File: src/rtl/pf_ddr4_phy_pkg.sv
// rtl/pf_ddr4_phy_pkg.sv - shared types and defaults for the PF DDR4 IOD delay-line controller
package pf_ddr4_phy_pkg;

  localparam int unsigned DEF_TAP_W         = 8;
  localparam int unsigned DEF_SETTLE_CYCLES = 4;
  localparam int unsigned DEF_MAX_TAP       = 255;
  localparam int unsigned DEF_LOAD_TAP      = 1;

  typedef enum logic [1:0] {
    DLY_NOP  = 2'b00,
    DLY_LOAD = 2'b01,
    DLY_INC  = 2'b10,
    DLY_DEC  = 2'b11
  } dly_op_e;

  typedef logic [2:0] dly_state_e;

  localparam dly_state_e ST_IDLE   = 3'd0;
  localparam dly_state_e ST_SETUP  = 3'd1;
  localparam dly_state_e ST_PULSE  = 3'd2;
  localparam dly_state_e ST_SETTLE = 3'd3;
  localparam dly_state_e ST_FIN    = 3'd4;

endpackage

File: src/rtl/pf_ddr4_iod_dly_ctrl.sv
// rtl/pf_ddr4_iod_dly_ctrl.sv - sequences LOAD/MOVE pulses on one PF IOD dynamic delay line
module pf_ddr4_iod_dly_ctrl
  import pf_ddr4_phy_pkg::*;
#(
  parameter int unsigned TAP_W         = DEF_TAP_W,
  parameter int unsigned SETTLE_CYCLES = DEF_SETTLE_CYCLES,
  parameter int unsigned MAX_TAP       = DEF_MAX_TAP,
  parameter int unsigned LOAD_TAP      = DEF_LOAD_TAP
) (
  input  logic             FAB_CLK,
  input  logic             ARST_N,
  input  logic             REQ_VALID,
  output logic             REQ_READY,
  input  logic [1:0]       REQ_OP,
  input  logic [TAP_W-1:0] REQ_STEPS,
  output logic             DONE,
  output logic             ERR_OOR,
  output logic [TAP_W-1:0] TAP_COUNT,
  output logic             DELAY_LINE_LOAD,
  output logic             DELAY_LINE_MOVE,
  output logic             DELAY_LINE_DIRECTION,
  input  logic             DELAY_LINE_OUT_OF_RANGE
);

  localparam int unsigned      CNT_W       = (SETTLE_CYCLES > 1) ? $clog2(SETTLE_CYCLES) : 1;
  localparam logic [CNT_W-1:0] SETTLE_LAST = CNT_W'(SETTLE_CYCLES - 1);
  localparam logic [TAP_W-1:0] MAX_TAP_W   = TAP_W'(MAX_TAP);
  localparam logic [TAP_W-1:0] LOAD_TAP_W  = TAP_W'(LOAD_TAP);
  localparam logic [TAP_W-1:0] ONE_TAP     = TAP_W'(1);

  dly_state_e       state_q, state_d;
  dly_op_e          op_q, op_d;
  logic [TAP_W-1:0] steps_q, steps_d;
  logic [TAP_W-1:0] tap_q, tap_d;
  logic [CNT_W-1:0] cnt_q, cnt_d;
  logic             dir_q, dir_d;
  logic             err_q, err_d;
  logic             move_q, move_d;
  logic             load_q, load_d;
  logic             done_q, done_d;
  logic             limit_hit;

  // Another step in the current direction would walk the tap past either end of the line.
  assign limit_hit = ((op_q == DLY_INC) && (tap_q == MAX_TAP_W)) ||
                     ((op_q == DLY_DEC) && (tap_q == '0));

  // Request sequencing: decide pulse vs. finish at SETUP and at the last settle cycle.
  always_comb begin
    state_d = state_q;
    op_d    = op_q;
    steps_d = steps_q;
    tap_d   = tap_q;
    cnt_d   = cnt_q;
    dir_d   = dir_q;
    err_d   = err_q;
    case (state_q)
      ST_IDLE: begin
        if (REQ_VALID) begin
          op_d    = dly_op_e'(REQ_OP);
          steps_d = REQ_STEPS;
          dir_d   = (dly_op_e'(REQ_OP) == DLY_INC);
          err_d   = 1'b0;
          state_d = ST_SETUP;
        end
      end
      ST_SETUP: begin
        if (op_q == DLY_LOAD) begin
          state_d = ST_PULSE;
        end else if ((op_q == DLY_NOP) || (steps_q == '0)) begin
          state_d = ST_FIN;
        end else if (limit_hit) begin
          err_d   = 1'b1;
          state_d = ST_FIN;
        end else begin
          state_d = ST_PULSE;
        end
      end
      ST_PULSE: begin
        case (op_q)
          DLY_LOAD: tap_d = LOAD_TAP_W;
          DLY_INC:  tap_d = tap_q + ONE_TAP;
          DLY_DEC:  tap_d = tap_q - ONE_TAP;
          default:  tap_d = tap_q;
        endcase
        steps_d = (op_q == DLY_LOAD) ? '0 : steps_q - ONE_TAP;
        cnt_d   = SETTLE_LAST;
        state_d = ST_SETTLE;
      end
      ST_SETTLE: begin
        if (cnt_q != '0) begin
          cnt_d = cnt_q - CNT_W'(1);
        end else if (DELAY_LINE_OUT_OF_RANGE) begin
          err_d   = 1'b1;
          state_d = ST_FIN;
        end else if ((op_q == DLY_LOAD) || (steps_q == '0)) begin
          state_d = ST_FIN;
        end else if (limit_hit) begin
          err_d   = 1'b1;
          state_d = ST_FIN;
        end else begin
          state_d = ST_PULSE;
        end
      end
      ST_FIN: begin
        dir_d   = 1'b0;
        state_d = ST_IDLE;
      end
      default: begin
        dir_d   = 1'b0;
        state_d = ST_IDLE;
      end
    endcase
  end

  // IOD strobes and DONE are registered off the next state so the pins never glitch.
  always_comb begin
    move_d = (state_d == ST_PULSE) && (op_q != DLY_LOAD);
    load_d = (state_d == ST_PULSE) && (op_q == DLY_LOAD);
    done_d = (state_d == ST_FIN);
  end

  // State and output registers; reset aborts any request in flight immediately.
  always_ff @(posedge FAB_CLK or negedge ARST_N) begin
    if (!ARST_N) begin
      state_q <= ST_IDLE;
      op_q    <= DLY_NOP;
      steps_q <= '0;
      tap_q   <= LOAD_TAP_W;
      cnt_q   <= '0;
      dir_q   <= 1'b0;
      err_q   <= 1'b0;
      move_q  <= 1'b0;
      load_q  <= 1'b0;
      done_q  <= 1'b0;
    end else begin
      state_q <= state_d;
      op_q    <= op_d;
      steps_q <= steps_d;
      tap_q   <= tap_d;
      cnt_q   <= cnt_d;
      dir_q   <= dir_d;
      err_q   <= err_d;
      move_q  <= move_d;
      load_q  <= load_d;
      done_q  <= done_d;
    end
  end

  assign REQ_READY            = (state_q == ST_IDLE);
  assign DONE                 = done_q;
  assign ERR_OOR              = err_q;
  assign TAP_COUNT            = tap_q;
  assign DELAY_LINE_LOAD      = load_q;
  assign DELAY_LINE_MOVE      = move_q;
  assign DELAY_LINE_DIRECTION = dir_q;

endmodule

File: config.mk
export PLATFORM = sky130hd
export DESIGN_NAME = pf_ddr4_iod_dly_ctrl
export DESIGN_NICKNAME = d
export VERILOG_FILES = /design/src/rtl/pf_ddr4_phy_pkg.sv /design/src/rtl/pf_ddr4_iod_dly_ctrl.sv
export SDC_FILE = /design/constraint.sdc
export NUM_CORES = 1
export LEC_CHECK = 0
export CELL_PAD_IN_SITES_DETAIL_PLACEMENT = 1
export CELL_PAD_IN_SITES_GLOBAL_PLACEMENT = 1
export CORE_MARGIN = 10
export CORE_UTILIZATION = 40
export CTS_CLUSTER_DIAMETER = 200
export DETAILED_ROUTE_END_ITERATION = 16
export PLACE_DENSITY_LB_ADDON = 0.15
export SLEW_MARGIN = 20
export SYNTH_ARGS = -nofsm -noshare
export SYNTH_HDL_FRONTEND = slang
export SYNTH_SLANG_ARGS = --single-unit
File: constraint.sdc
create_clock -name FAB_CLK -period 2.7 [get_ports FAB_CLK]
set_input_delay 0.54 -clock FAB_CLK [delete_from_list [all_inputs] [get_ports FAB_CLK]]
set_output_delay 0.54 -clock FAB_CLK [all_outputs]
set_load 0.01 [all_outputs]
* Word-level counts from Yosys, hierarchy flattened
Index checks and enable logic that the tools add are counted.
Storage, ports and cells: bits in registers 28, latch bits 0, memory bits (writable) 0, memory bits (read-only) 0, input port bits 14, word-level logic and storage cells 79, memories kept 0
Cells by class: $add $sub $neg 4, multipliers 0, divide/modulo/power cells 0, order comparisons 0, equality and inequality tests 17, shift operators 0, mux-type cells 24, bitwise logic cells 1, reduce and logical (&&, ||, !) cells 23
Operators by type and width (number):
- 8-bit case mux with 3 select lines | 1
- 3-bit 2-to-1 mux | 7
- 8-bit logical NOT | 2
- 8-bit 2-to-1 mux | 2
- 8-bit case mux with 2 select lines | 1
- 8-bit by 1-bit subtractor with 8-bit output (second input constant) | 2
- 3-bit case mux with 4 select lines | 1
- 2-bit != test (second input constant) | 5
- 2-bit AND reduction | 5
- 3-bit by 2-bit equality test with 1-bit output (second input constant) | 3
- 8-bit by 1-bit adder with 8-bit output (second input constant) | 1
- 8-bit equality test (second input constant) | 1
- 1-bit 2-to-1 mux | 8
- 2-bit equality test (second input constant) | 3
- 6-bit AND reduction | 1
- 2-bit nonzero test | 3
- 3-bit nonzero test | 2
- 1-bit logical AND | 4
- 2-bit case mux with 2 select lines | 1
- 3-bit by 1-bit equality test with 1-bit output (second input constant) | 1
- 3-bit equality test (second input constant) | 1
- 3-bit logical NOT | 1
- 1-bit logical OR | 3
- 3-bit != test (second input constant) | 1
- other kinds (9) | 9

* Longest topological paths before layout
depth after elaboration 10, mapped depth 10, mapped depth without buffers 9

* Worst setup path before layout
Ideal clock, no wire load.
path kind register -> register, start point register op_q[1], end point register tap_q[7] (netlist: TAP_COUNT[7]), setup time 0.133 ns, arrival 2.051 ns, required time 2.567 ns, slack 0.516 ns, cell stages (with the launch flop) 11, path through dfrtp_1 buf_2 nand2_1 inv_1 ha_1 a21o_1 a21oi_1 o21ai_0 a31oi_1 mux2i_1 o211ai_1
Between the ends: cells in the longest elaborated chain, start to end 3
Ends and longest elaborated chain:
- start: declaration | line pf_ddr4_iod_dly_ctrl.sv:32 | dly_op_e op_q, op_d;
- start signal: assignment | line pf_ddr4_iod_dly_ctrl.sv:137 | op_q <= op_d;
- 2-bit equality test / 2-bit by 1-bit equality test with 1-bit output (equally long branches) | line pf_ddr4_iod_dly_ctrl.sv:79 | case (op_q)
- 3-bit nonzero test (no line)
- 2-bit AND reduction (no line)
- end signal: assignment | line pf_ddr4_iod_dly_ctrl.sv:139 | tap_q <= tap_d;
- end: declaration | line pf_ddr4_iod_dly_ctrl.sv:34 | logic [TAP_W-1:0] tap_q, tap_d;
Parallel ways exist; a longest one is shown, timed or not. A chain may end at the register's enable or synchronous reset.

* Worst setup path in the final report
start point register op_q[0], end point register tap_q[7] (netlist: TAP_COUNT[7])
The elaborated chain is that of the path after synthesis.

==> metrics.yaml <==
outcome:
  status: "finished clean"
clocking:
  path_clk_slew_ns: 0.10
  cts_root_buf: "clkbuf_8"
  cts_setup_buffers: 0
  cts_hold_buf: 0
  htree_levels: 1
  numCtsBuffers: 3
  cts_max_path_buffers: 2
  cts_tree: "yes"
  cts_resized: 0
  clock_latency_ns: 0.28
  cts.sinks: 28
global_routing:
  antenna_found_initial: 0
  grt_pass1_wl_um: 8170
  grt_pass1_vias: 1644
  grt_overflow: 0
  grt_max_degree: 29
  track_usage_pct: 13.3
synthesis:
  netlist_area_mm2: 0.00168
  syn_avg_cell_area_um2: 9.36
  ys_top_cells_by_area: "dfrtp_1 (40%), ha_1 (5.9%), o21ai_0 (4.5%)"
  synth_edf_count: 0
  synth-seq-cells: 28
  synth_cell_types: 49
  seq_area_frac_synth_pct: 41.7
  yosys.area.top_type: "dfrtp_1"
  syn-instance-count: 180
  synth_nets: 203
  synth_flop_cell: "dfrtp_1"
  yosysTopAreaCellShare_pct: 40.1
  ys_warn_count: 0
  ys_async_sr_fraction_pct: 100
route:
  routedWlPerCell_um: 18.0
  drt-total-wl_um: 4670
  viasPerCell: 5.77
  drc_errors: 0
  antenna_left: 0
  num_vias: 1500
  drt_iter0_markers: 64
  drtPass1Iterations: 4
setup_path:
  worstRegToRegCells: 9
  crit_chain: "nand2_1 > inv_1 > ha_1 > a21o_1 > a21oi_1 > o21ai_0 > a31oi_1 > mux2i_1 > o211ai_1"
  setup.worst_path.end_class: "register"
  crit_required_ns: 2.87
  cp_num_cells: 9
  cp_slowest_cell: "dfrtp_1"
  critPathKind: "register to register"
  crit_family: "compound AO/OA/AOI/OAI gates"
  start_kind: "register"
  path_buf_inv: 1
  slowest_delay_ns: 0.48
  critPathMaxFanout: 9
  cp.arrival_ns: 2.63
finish:
  n_antenna_cell: 0
  drive_gt1_share_pct: 9.52
  layout.nets: 234
  fin_cells: 260
  layout_common_cells: "dfrtp_1 (27), clkdlybuf4s50_1 (27), nand2_1 (17)"
  area_growth_pct: 23.2
placement:
  hpwlAfterDp_um: 3520
  place_congestion: 0.803
  dp.cells: 256
  port-buffer-count: 27
  place_ws_ns: 0.257
die:
  ios: 28
  rows: 23
  initial_core_util_pct: 41.8
  core_area_mm2: 0.00403
  die_w_um: 84.9
  fp.dieH_um: 84.9
  dieArea_mm2: 0.00721
timing:
  timing.final.max_slew_violations: 0
  rsz0062_at_grt: "false"
  fin_ws_ns: 0.231
  post-route-period-util_pct: 91.4
  setup_tns_ns: 0
  slew-limit-headroom_pct: 58.1
  fmax_mhz: 405
  tightest_slew_ns: 0.624
  fin_skew_ns: 0.00512
  hold_violations: 0
  post-route-min-period_ns: 2.47
  finalSetupViolations: 0
hold_path:
  hold_path_depth: 1
  min_path_type: "register to register"
power_and_ir_drop:
  ir_drop_mv: 0.500
  power_density_mw_per_mm2: 1170
  p_leak_nw: 0.923
  finalPower_mw: 2.43
flow_run:
  drv_cap: 0
==> cell families (layout without fill, tap and decap cells) <==
kind of cell             Yosys count  after routing  share of synthesized area (%)
AND/OR/NAND/NOR                   63             63                           20.8
AO/OA/AOI/OAI                     53             53                           20.7
flip-flops                        28             28                           41.7
buffers and inverters             17             47                           3.94
adder cells (fa/ha/maj)            9              9                           7.13
XOR/XNOR                           5              5                           2.60
multiplexers                       5              5                           3.19
==> stage by stage <==
| stage | instance area (um^2) | util (%) | hold WS (ns) |
|---|---|---|---|
| after floorplan | 1680 | - | 0.244 |
| after global placement | 2030 | 50.4 | 0.508 |
| after detailed placement | 2030 | 50.4 | 0.523 |
| after CTS | 2070 | 51.5 | 0.534 |
| after global routing | 2070 | 51.5 | 0.562 |
| final | 2070 | 51.5 | 0.530 |
==> flip-flops by register name (all words and copies together), names as in the netlist <==
| register | count |
|---|---|
| TAP_COUNT | 8 |
| steps_q | 8 |
| state_q | 3 |
| cnt_q | 2 |
| op_q | 2 |
| DELAY_LINE_DIRECTION | 1 |
| DELAY_LINE_LOAD | 1 |
| DELAY_LINE_MOVE | 1 |
| DONE | 1 |
| ERR_OOR | 1 |
==> area by class of cell <==
cell class | count | area (um^2)
well taps | 50 | 62.6
repair buffers | 32 | 308
clock buffers | 4 | 45.0
flip-flops and latches | 28 | 702
fillers | 468 | 1950
inverters | 11 | 41.3
multi-input cells | 135 | 916
==> synth_stat cells, types with 2 or more instances <==
library cell	instances
o21ai_0	15
nor4_1	6
a21oi_1	11
a21o_1	3
nor2_1	12
a31oi_1	3
nor3b_1	2
ha_1	8
a221o_1	3
inv_1	11
nand3_1	3
nor2b_1	2
o21bai_1	2
a22oi_1	3
dfrtp_1	27
nand2b_1	3
xor2_1	2
nor3_1	5
nand4b_1	2
xnor2_1	3
mux2i_1	2
and3b_1	2
o22ai_1	2
o211ai_1	2
mux2_2	3
clkbuf_1	4
nand2_1	17
==> worst register-to-register path, stage by stage, from the launching register on <==
cell      delay (ns)
dfrtp_1         0.48
nand2_1         0.12
inv_1           0.25
ha_1            0.34
a21o_1          0.20
a21oi_1         0.12
o21ai_0         0.15
a31oi_1         0.35
mux2i_1         0.25
o211ai_1        0.10
==> final timing paths <==
kind / from / slack (ns) / endpoint
worst min register to register: steps_q[0] / 0.53 / steps_q[0]
worst min-delay path: steps_q[0] / 0.53 / steps_q[0]
max in group asynchronous: ARST_N / 1.75 / TAP_COUNT[0]
min in group asynchronous: ARST_N / 0.64 / state_q[1]
worst max register to register: op_q[0] / 0.23 / TAP_COUNT[7]
worst max-delay path: op_q[0] / 0.23 / TAP_COUNT[7]
==> per-layer routing <==
layer / up-vias / wire [um] / global-route usage, %
met3: 2 / 187 / 3.82
met4: 0 / 19 / 2.69
met1: 756 / 2150 / 16.4
met2: 20 / 2310 / 22.6
li1: 722 / - / -
met5: - / 0 / 0
==> report_power, final <==
part	internal (mW)	switching, mW
registers	0.606	0.229
logic	0.640	0.714
clock network	0.106	0.138
No activity file was read; power rests on OpenSTA's default activity.
